<file path="src/rtl/led_ws2812b_serializer.sv">
`default_nettype none
// ============================================================================
// Module      : led_ws2812b_serializer
// Description : Fetches one word per LED and drives a WS2812B data line with
//               pulse-width encoded GRB bits, followed by the latch period.
// Revision    : 1.0 - initial release
// ============================================================================
module led_ws2812b_serializer #(
    parameter int DATA_WIDTH   = 32,
    parameter int ADDR_WIDTH   = 16,
    parameter int T0H_CYCLES   = 20,
    parameter int T1H_CYCLES   = 40,
    parameter int BIT_CYCLES   = 63,
    parameter int RESET_CYCLES = 2500
) (
    input  logic                  reset,
    input  logic                  clk,
    input  logic                  start,
    input  logic [ADDR_WIDTH-1:0] led_count,
    output logic                  busy,
    output logic                  done,
    output logic                  underrun,
    output logic                  wb_request_first_word,
    output logic                  wb_request_next_word,
    input  logic                  wb_recieved_new_word,
    input  logic [DATA_WIDTH-1:0] wb_received_word,
    output logic                  dout
);

    localparam int c_MAX_CYCLES = (BIT_CYCLES > RESET_CYCLES) ? BIT_CYCLES : RESET_CYCLES;
    localparam int c_CNT_W      = $clog2(c_MAX_CYCLES + 1);

    localparam logic [c_CNT_W-1:0]    c_T0H        = c_CNT_W'(T0H_CYCLES);
    localparam logic [c_CNT_W-1:0]    c_T1H        = c_CNT_W'(T1H_CYCLES);
    localparam logic [c_CNT_W-1:0]    c_BIT_LAST   = c_CNT_W'(BIT_CYCLES - 1);
    localparam logic [c_CNT_W-1:0]    c_RESET_LAST = c_CNT_W'(RESET_CYCLES - 1);
    localparam logic [c_CNT_W-1:0]    c_CNT_ONE    = c_CNT_W'(1);
    localparam logic [ADDR_WIDTH-1:0] c_ADDR_ONE   = ADDR_WIDTH'(1);
    localparam logic [4:0]            c_TOP_BIT    = 5'd23;

    typedef enum logic [1:0] {
        S_IDLE  = 2'd0,
        S_WAIT  = 2'd1,
        S_SEND  = 2'd2,
        S_LATCH = 2'd3
    } state_t;

    state_t                r_state;
    state_t                w_next_state;
    logic [ADDR_WIDTH-1:0] r_total;
    logic [ADDR_WIDTH-1:0] r_req_cnt;
    logic [ADDR_WIDTH-1:0] r_sent_cnt;
    logic                  r_outstanding;
    logic [23:0]           r_hold;
    logic                  r_hold_valid;
    logic [23:0]           r_shift;
    logic [4:0]            r_bit_idx;
    logic [c_CNT_W-1:0]    r_cnt;

    logic        w_accept;
    logic        w_strobe;
    logic        w_bit_end;
    logic        w_led_end;
    logic        w_frame_end;
    logic        w_word_ready;
    logic [23:0] w_next_word;
    logic        w_latch_end;
    logic        w_req_next;
    logic        w_load_shift;
    logic        w_underrun;
    logic        w_cnt_clr;
    logic        w_unused_upper;

    assign w_unused_upper = ^wb_received_word[DATA_WIDTH-1:24];

    assign w_accept    = (r_state == S_IDLE) && start && !busy;
    // Strobes are only meaningful against the single outstanding request.
    assign w_strobe    = wb_recieved_new_word && r_outstanding &&
                         ((r_state == S_WAIT) || (r_state == S_SEND));
    assign w_bit_end   = (r_state == S_SEND) && (r_cnt == c_BIT_LAST);
    assign w_led_end   = w_bit_end && (r_bit_idx == 5'd0);
    assign w_frame_end = w_led_end && ((r_sent_cnt + c_ADDR_ONE) == r_total);
    // A word landing exactly at the LED boundary is used directly, avoiding a needless underrun.
    assign w_word_ready = r_hold_valid || w_strobe;
    assign w_next_word  = r_hold_valid ? r_hold : wb_received_word[23:0];
    assign w_latch_end  = (r_state == S_LATCH) && (r_cnt == c_RESET_LAST);
    assign w_req_next   = ((r_state == S_WAIT) || (r_state == S_SEND)) &&
                          !r_outstanding && !r_hold_valid && (r_req_cnt < r_total);

    assign dout = (r_state == S_SEND) && (r_cnt < (r_shift[r_bit_idx] ? c_T1H : c_T0H));

    always_ff @(posedge clk or posedge reset) begin
        if (reset) begin
            r_state <= S_IDLE;
        end else begin
            r_state <= w_next_state;
        end
    end

    always_comb begin
        w_next_state = r_state;
        w_load_shift = 1'b0;
        w_underrun   = 1'b0;
        case (r_state)
            S_IDLE: begin
                if (w_accept) begin
                    w_next_state = (led_count == '0) ? S_LATCH : S_WAIT;
                end
            end
            S_WAIT: begin
                if (w_strobe) begin
                    w_load_shift = 1'b1;
                    w_next_state = S_SEND;
                end
            end
            S_SEND: begin
                if (w_led_end) begin
                    if (w_frame_end) begin
                        w_next_state = S_LATCH;
                    end else if (w_word_ready) begin
                        w_load_shift = 1'b1;
                    end else begin
                        w_underrun   = 1'b1;
                        w_next_state = S_WAIT;
                    end
                end
            end
            S_LATCH: begin
                if (w_latch_end) begin
                    w_next_state = S_IDLE;
                end
            end
            default: w_next_state = S_IDLE;
        endcase
    end

    assign w_cnt_clr = (w_next_state != r_state) || w_bit_end || w_load_shift;

    always_ff @(posedge clk or posedge reset) begin
        if (reset) begin
            r_total               <= '0;
            r_req_cnt             <= '0;
            r_sent_cnt            <= '0;
            r_outstanding         <= 1'b0;
            r_hold                <= '0;
            r_hold_valid          <= 1'b0;
            r_shift               <= '0;
            r_bit_idx             <= '0;
            r_cnt                 <= '0;
            busy                  <= 1'b0;
            done                  <= 1'b0;
            underrun              <= 1'b0;
            wb_request_first_word <= 1'b0;
            wb_request_next_word  <= 1'b0;
        end else begin
            done                  <= w_latch_end;
            underrun              <= w_underrun;
            wb_request_first_word <= w_accept && (led_count != '0);
            wb_request_next_word  <= w_req_next;

            // busy stays up through the done cycle so a start there is still rejected.
            if (w_accept) begin
                busy <= 1'b1;
            end else if (done) begin
                busy <= 1'b0;
            end

            if (w_cnt_clr) begin
                r_cnt <= '0;
            end else if ((r_state == S_SEND) || (r_state == S_LATCH)) begin
                r_cnt <= r_cnt + c_CNT_ONE;
            end

            if (w_accept) begin
                r_total       <= led_count;
                r_sent_cnt    <= '0;
                r_req_cnt     <= (led_count == '0) ? '0 : c_ADDR_ONE;
                r_outstanding <= (led_count != '0);
            end else begin
                if (w_led_end) begin
                    r_sent_cnt <= r_sent_cnt + c_ADDR_ONE;
                end
                if (w_req_next) begin
                    r_req_cnt     <= r_req_cnt + c_ADDR_ONE;
                    r_outstanding <= 1'b1;
                end else if (w_strobe) begin
                    r_outstanding <= 1'b0;
                end
            end

            if (w_load_shift) begin
                r_shift      <= w_next_word;
                r_bit_idx    <= c_TOP_BIT;
                r_hold_valid <= 1'b0;
            end else begin
                if (w_bit_end) begin
                    r_bit_idx <= r_bit_idx - 5'd1;
                end
                if (w_strobe) begin
                    r_hold       <= wb_received_word[23:0];
                    r_hold_valid <= 1'b1;
                end
            end
        end
    end

endmodule
`default_nettype wire
</file>
<file path="config.mk">
export PLATFORM = sky130hd
export DESIGN_NAME = led_ws2812b_serializer
export DESIGN_NICKNAME = d
export VERILOG_FILES = /design/src/rtl/led_ws2812b_serializer.sv
export SDC_FILE = /design/constraint.sdc
export NUM_CORES = 1
export LEC_CHECK = 0
export ABC_AREA = 0
export ABC_CLOCK_PERIOD_IN_PS = 5500
export CAP_MARGIN = 10
export CORE_MARGIN = 10
export CORE_UTILIZATION = 35
export DETAILED_ROUTE_END_ITERATION = 16
export GPL_TIMING_DRIVEN = 0
export PLACE_DENSITY = 0.63
export SKIP_LAST_GASP = 1
export SYNTH_ARGS = -nofsm -noshare
export SYNTH_HDL_FRONTEND = slang
export SYNTH_SLANG_ARGS = --single-unit
</file>
<file path="constraint.sdc">
create_clock -name clk -period 5.5 [get_ports clk]
set_input_delay 0.825 -clock clk [delete_from_list [all_inputs] [get_ports clk]]
set_output_delay 0.825 -clock clk [all_outputs]
set_load 0.02 [all_outputs]
</file>
## After elaboration in Yosys (flattened, before gate mapping)

Index checks and enable logic that the tools add are counted.

| storage, ports and cells | value |
|---|---|
| register bits | 122 |
| input bits | 52 |
| output and inout bits | 6 |
| logic and storage cells | 100 |

| cells by class | value |
|---|---|
| $add $sub $neg | 4 |
| order comparisons | 3 |
| equal/unequal tests | 7 |
| mux-type cells | 37 |
| bitwise gates (word level) | 1 |
| reduce and logical (&&, ||, !) cells | 33 |

Operators by type and width:

| cell | count |
|---|---|
| 16-bit 2-to-1 mux | 4 |
| 16-bit by 1-bit adder with 16-bit output (second input constant) | 2 |
| 12-bit 2-to-1 mux | 2 |
| 24-bit 2-to-1 mux | 1 |
| 1-bit 2-to-1 mux | 17 |
| 16-bit equality test | 1 |
| 16-bit zero test | 1 |
| 16-bit < comparator | 1 |
| 16-bit nonzero test | 1 |
| 2-bit 2-to-1 mux | 7 |
| 1-bit logical AND | 13 |
| 12-bit by 1-bit adder with 12-bit output (second input constant) | 1 |
| 12-bit equality test (second input constant) | 1 |
| 12-bit by 6-bit equality test with 1-bit output (second input constant) | 1 |
| 12-bit by 6-bit < comparator with 1-bit output | 1 |
| 2-bit nonzero test | 6 |
| 5-bit 2-to-1 mux | 2 |
| 2-bit case mux with 4 select lines | 1 |
| 5-bit by 6-bit < comparator with 1-bit output (second input constant) | 1 |
| 6-bit 2-to-1 mux | 1 |
| 1-bit binary-select mux with 5-bit select | 1 |
| 5-bit zero test | 1 |
| 1-bit logical OR | 5 |
| 5-bit by 1-bit subtractor with 5-bit output (second input constant) | 1 |
| 9 further kinds | 12 |

## Longest topological paths before layout

Gate-level depths: netlist (run 1).

| logic depth | value |
|---|---|
| word-level depth | 12 |
| depth in mapped cells | 11 |

## Least setup slack after synthesis (run 1)

OpenSTA, ideal clock, no wires.

| timing path | value |
|---|---|
| path type | register -> output |
| start | reg r_bit_idx[0] |
| end | out dout |
| arrival | 2.830 ns |
| data required time | 4.675 ns |
| setup slack | 1.845 ns |
| cell stages (with the launch flop) | 9 |
| cells stage by stage | dfrtp_1 -> clkbuf_1 -> mux4_2 -> mux4_2 -> mux2i_1 -> ha_1 -> a21oi_1 -> nand3_1 -> a41oi_1 |

| on the way | value |
|---|---|
| word-level cells in the longest chain between the ends | 5 |

RTL lines:

| what | line | RTL |
|---|---|---|
| start: declaration | 57 | `logic [4:0] r_bit_idx;` |
| start signal: assignment | 193 | `r_bit_idx <= c_TOP_BIT;` |
| start signal: assignment | 197 | `r_bit_idx <= r_bit_idx - 5'd1;` |
| 1-bit binary-select mux with 5-bit select | 90 | `assign dout = (r_state == S_SEND) && (r_cnt < (r_shift[r_bit_idx] ? c_T1H : c_T0H));` |
| 1-bit 2-to-1 mux (not written as such) | 90 |  |
| 6-bit 2-to-1 mux | 90 |  |
| 12-bit by 6-bit < comparator with 1-bit output | 90 |  |
| 1-bit logical AND | 90 |  |
| end: declaration | 27 | `output logic dout` |

No other way between the ends. The select of a mux whose other input is x is not followed.

## Final worst setup path (run 1)

Ends and elaborated chain as after synthesis.

==> flow_summary.yaml, run 1 <==
outcome:
  status: "finished clean"
timing:
  finalCriticalPeriod_ns: 4.89
  finalSetupViolations: 0
  tightest_slew_ns: 0.979
  fmax_mhz: 205
  whs_ns: 0.461
  maxSlewHeadroom_pct: 34.2
  fin_skew_ns: 0.00959
  rsz0062_at_grt: "no"
  slew_viol_final: 0
  fin_crit_sh_pct: 88.9
  final_hold_viol_count: 0
global_route:
  grt_first_pass_wirelength_um: 27200
  first_global_vias: 5290
  antenna_found_initial: 1
  grt_max_degree: 72
  grt-ovfl-total: 0
  grt_use_total_pct: 12.8
  grt_busiest_layer: "met2"
  globalRouteMet1Util_pct: 16.7
  use_met2_pct: 19.8
  use_met3_pct: 3.31
pwr:
  power_w: 0.00198
  ir_drop_mv: 0.220
  p_leak_nw: 3.80
  pwr_density_cell_nw_per_um2: 235
yosys:
  synth_top_cell_by_area: "dfrtp_1"
  yosysWarnings: 0
  syn_area_um2: 7050
  async_flop_share_pct: 100
  synth_flop_cell: "dfrtp_1"
  seq_area_frac_synth_pct: 43.3
  synth-edff-count: 0
  synthCells: 662
  syn_nets: 741
  synth_area_leaders: "dfrtp_1 43%, mux2_2 5.8%, ha_1 4.8%"
  synth.distinct_cells: 66
  ys_ff_latch: 122
  yosysTopAreaCellShare_pct: 43.3
  syn_avg_cell_area_um2: 10.6
drt:
  dr.pass1.iters: 5
  wl_per_cell_um: 16.1
  viasPerCell: 5.11
  drt-initial-drc-count: 269
  postRouteAntennaNets: 0
  routed_wl_um: 16200
  drc: 0
  num_vias: 5151
floorplanning:
  io_pins: 58
  dieArea_um2: 26200
  rows: 51
  start_util_pct: 35.9
  fp.dieH_um: 162
  core-area_um2: 19700
  fp.dieW_um: 162
finish:
  drive_gt1_share_pct: 16.8
  synthToLayoutAreaGrowth_pct: 19.8
  layout_commonest_cell: "dfrtp_1"
  fin_nets: 810
  final_cell_mix: "122 x dfrtp_1, 56 x nand2_1, 49 x nor2_1, 49 x clkdlybuf4s50_1, 36 x mux2_2"
  fill_cells: 1919
cts:
  clk_pin_slew_ns: 0.06
  htree_levels: 4
  cts_resized: 0
  cts_root_buf: "clkbuf_16"
  clock_latency_ns: 0.42
  post_cts_buffers: 0
  cts_sinks: 122
  numCtsBuffers: 17
  cts_buffer_depth: 2
  cts_tree: "yes"
  cts_hold_buf: 0
placement:
  dp_hpwl_um: 11800
  gp_congestion: 0.849
  io_buffers: 49
critical_path:
  cp_data_required_time_ns: 4.68
  reg2regPathDepth: 10
  startpoint_type: "flip-flop"
  crit_fanout: 8
  end_kind: "output port"
  crit_type: "flip-flop to output port"
  worstPathArrival_ns: 4.06
run:
  cap_viol_max_count: 0
hold_path:
  hold_depth: 1
  hp-class: "flip-flop to flip-flop"
## registers in the layout, indices dropped and copies added (netlist names)
signal                 flops
r_cnt                     12
r_bit_idx                  5
r_shift                   24
r_total                   16
done                       1
r_state                    2
busy                       1
wb_request_first_word      1
underrun                   1
r_hold                    24
r_sent_cnt                16
r_outstanding              1
r_req_cnt                 16
r_hold_valid               1
wb_request_next_word       1
## critical path: stages (launching register included)
cell and delay (ns):
dfrtp_1 0.31, clkbuf_1 0.48, mux4_2 0.60, mux4_2 0.47, mux2i_1 0.39, ha_1 0.34
a21oi_1 0.15, nand3_1 0.09, a41oi_1 0.18, clkdlybuf4s50_1 0.64
## cells in the mapped netlist (9+ instances only)
cell type    n
xnor2_1     19
nand4_1     14
inv_1       32
a21oi_1     17
mux2_1      21
and3_1      12
dfrtp_1    122
o21ai_0     30
nor2_1      49
or4_1        9
mux2_4      16
xor2_1      26
nor4_1      10
mux2_2      36
ha_1        27
buf_2       10
nand2_1     56
clkbuf_1    17
nand3_1     16
## cells by family after synthesis
family | synth area share, %
and+or+nand+nor | 17.5
adders and majority gates | 4.79
muxes | 15.6
DFF | 43.3
xor gates and xnor gates | 5.59
buffers and inverters | 3.96
AOI/OAI and AO/OA | 9.28
## metrics by stage
stage	util, %	setup TNS, ns	worst slack (ns)	cell area (um^2)	cells
floorplan	-	0	1.43	7050	662
global placement	40.0	-65.71	-0.546	7870	976
detailed placement	40.2	0	0.991	7900	977
CTS	43.0	0	0.534	8440	1008
global route	43.0	0	0.314	8440	1008
finish	43.0	0	0.613	8450	1009
## layer usage
metal	share of wire, %	up-vias
met5	0.056	-
met4	1.7	2
met3	3.9	22
met2	46	85
met1	48	2510
li1	-	2532
## report_power, final
part / switching, W / internal, W / total [W]
clock: 0.000414 / 0.000604 / 0.00102
sequential: 0 / 0.000898 / 0.000898
combinational: 0.0000295 / 0.0000364 / 0.0000659
## layout make-up
type | count | area (um^2) | area share (%)
Antenna cell | 1 | 2.50 | 0.0296
Buffer | 31 | 159 | 1.88
Clock buffer | 20 | 467 | 5.53
Clock inverter | 11 | 73.8 | 0.874
Inverter | 32 | 125 | 1.48
Multi-Input combinational cell | 477 | 3720 | 44.0
Sequential cell | 122 | 3050 | 36.1
Tap cell | 265 | 332 | 3.93
Timing Repair Buffer | 50 | 518 | 6.13
## path summary, 6_finish.rpt
kind	startpoint	endpoint	slack (ns)
worst max-delay path	r_bit_idx[0]	dout	0.61
worst min-delay path	done	busy	0.46
worst max register to register	r_sent_cnt[0]	r_hold[20]	1.94
worst min register to register	done	busy	0.46
max in group asynchronous	reset	r_sent_cnt[4]	3.96
min in group asynchronous	reset	r_hold[17]	0.82
(Power assumes the default switching activity.)
==> inputs of run 2 (changes only) <==
Settings changed: CAP_MARGIN 10 to not set, GPL_TIMING_DRIVEN 0 to not set.
==> run 2 against run 1 <==
Against the previous run:
- utilization shrank 0.49 points
- critical path depth decreased by 1
- worst setup slack better by 0.15 ns
- clock-buffer cell count down 3
- non-clock buffer count is 26 lower
- sequential power is essentially flat
- clock power rose by 9.8%
==> flow_summary.yaml, run 2 (synthesized netlist as in run 1, its figures left out) <==
outcome:
  status: "finished clean"
critical_path:
  crit_path_end: "dout"
  crit_top_cell: "mux4_2"
  cp_data_required_time_ns: 4.68
  crit_start: "r_bit_idx[0]"
  critical-path-top-delay-family: "multiplexers"
  startpoint_type: "flip-flop"
  crit_slowest_cell: "clkdlybuf4s50_1"
  r2r-end: "r_shift[18]"
  max_stage_delay_ns: 0.65
  worstPathArrival_ns: 3.91
  end_kind: "output port"
  rrSetupSlack_ns: 1.73
  cp.depth: 8
  reg2regPathDepth: 8
  rr_startpoint: "r_sent_cnt[0]"
  crit_fanout: 8
  crit_buf_inv: 1
  crit_type: "flip-flop to output port"
  cp_cell_sequence: "mux4_2 > mux4_2 > mux2i_1 > ha_1 > a21oi_1 > nand3_1 > a41oi_1 > clkdlybuf4s50_1"
timing:
  final_hold_viol_count: 0
  tightest_slew_ns: 1.04
  slew_viol_final: 0
  fin_ws_ns: 0.761
  fin_crit_sh_pct: 86.2
  fmax_mhz: 211
  rsz0062_at_grt: "no"
  fin_skew_ns: 0.0109
  finalSetupViolations: 0
  finalCriticalPeriod_ns: 4.74
  maxSlewHeadroom_pct: 30.3
  fin_setup_tns_ns: 0
drt:
  postRouteAntennaNets: 0
  routed_wl_um: 15500
  viasPerCell: 5.12
  drc: 0
  drt-initial-drc-count: 327
  dr.pass1.iters: 5
  wl_per_cell_um: 15.8
  num_vias: 5031
floorplanning:
  dieArea_um2: 26200
  fp.dieH_um: 162
  start_util_pct: 35.9
  rows: 51
  io_pins: 58
  core-area_um2: 19700
  fp.dieW_um: 162
cts:
  numCtsBuffers: 17
  post_cts_buffers: 0
  cts_sinks: 122
  htree_levels: 4
  cts_tree: "yes"
  clock_latency_ns: 0.42
  clk_pin_slew_ns: 0.06
  cts_buffer_depth: 2
  cts_root_buf: "clkbuf_16"
  cts_resized: 0
  cts_hold_buf: 0
finish:
  ff_latch_area_um2: 3050
  multi_input_area_um2: 3720
  final_cell_mix: "122 x dfrtp_1, 56 x nand2_1, 49 x nor2_1, 49 x clkdlybuf4s50_1, 36 x mux2_2"
  num_antenna_cells: 0
  fill_cells: 1944
  fin_util_pct: 42.5
  layout_commonest_cell: "dfrtp_1"
  fin_nets: 784
  synthToLayoutAreaGrowth_pct: 18.5
  largest_registers: "r_hold: 24 flops, r_shift: 24 flops"
  drive_gt1_share_pct: 16.3
global_route:
  grt-ovfl-total: 0
  grt_max_degree: 55
  grt_use_total_pct: 12.2
  antenna_found_initial: 0
  grt_first_pass_wirelength_um: 26500
  first_global_vias: 5177
placement:
  gp_congestion: 0.828
  dp_worst_setup_slack_ns: 1.17
  io_buffers: 49
  dp_hpwl_um: 11000
hold_path:
  hp-class: "flip-flop to flip-flop"
  hold_depth: 1
pwr:
  pwr_density_cell_nw_per_um2: 250
  ir_drop_mv: 0.188
  p_leak_nw: 3.78
run:
  cap_viol_max_count: 0
run 2: cell types whose count changed in the layout (fill, tap and decap cells not counted), moves of 4 or more:
cell,change
buf_2,-10
buf_4,+6
clkbuf_1,-17
clkinv_2,-4
buf_6,-4
run 2: how the worst min path moves through the flow:
stage                         start         to  slack, ns
after floorplan           r_hold[0]  r_hold[0]       0.45
after global placement         done       busy       0.44
after detailed placement       done       busy       0.44
after CTS                      done       busy       0.45
after global routing           done       busy       0.47
final                          done       busy       0.45
run 2: per-stage QoR:
step,total power (W),cell area [um^2],hold slack [ns],cells
floorplan,0.000936,7050,0.452,662
detailed placement,0.000981,7760,0.441,951
CTS,0.00211,8350,0.454,982
global placement,0.000981,7760,0.438,951
finish,0.00209,8350,0.454,982
global route,0.00216,8350,0.467,982
run 2: worst reg2reg max path: cells and delay by family, from the launching register on:
| family | cells | cell delay [ns] |
|---|---|---|
| and+or+nand+nor | 3 | 1.26 |
| AOI/OAI and AO/OA | 3 | 1.18 |
| DFF | 1 | 0.45 |
| muxes | 1 | 0.45 |
| adders and majority gates | 1 | 0.33 |
run 2: area by class of cell:
type / count / share of cell area [%]
Multi-Input combinational cell: 477 / 44.5
Timing Repair Buffer: 55 / 6.41
Tap cell: 265 / 3.97
Clock buffer: 17 / 5.09
Inverter: 32 / 1.47
Sequential cell: 122 / 36.6
Clock inverter: 14 / 1.96
run 2: routing by layer:
layer / GRT usage, % / up-vias / wire length [um]
li1: - / 2483 / -
met1: 16.8 / 2448 / 7820
met2: 18.1 / 81 / 6870
met3: 3.29 / 19 / 545
met4: 4.14 / 0 / 262
met5: 0 / - / 0
run 2: report_power, final:
| part | internal (W) | leakage (nW) | total (W) | switching, W |
|---|---|---|---|---|
| logic | 0.0000352 | 2.07 | 0.0000647 | 0.0000295 |
| registers | 0.000898 | 1.43 | 0.000898 | 0 |
| clock network | 0.000675 | 0.279 | 0.00112 | 0.000449 |
| total | 0.00161 | 3.78 | 0.00209 | 0.000479 |
==> inputs of run 3 (changes only) <==
Settings changed: CAP_MARGIN set to 20.
==> results of run 3 <==
The final DEF is identical to that of run 2; final timing and power are the same.
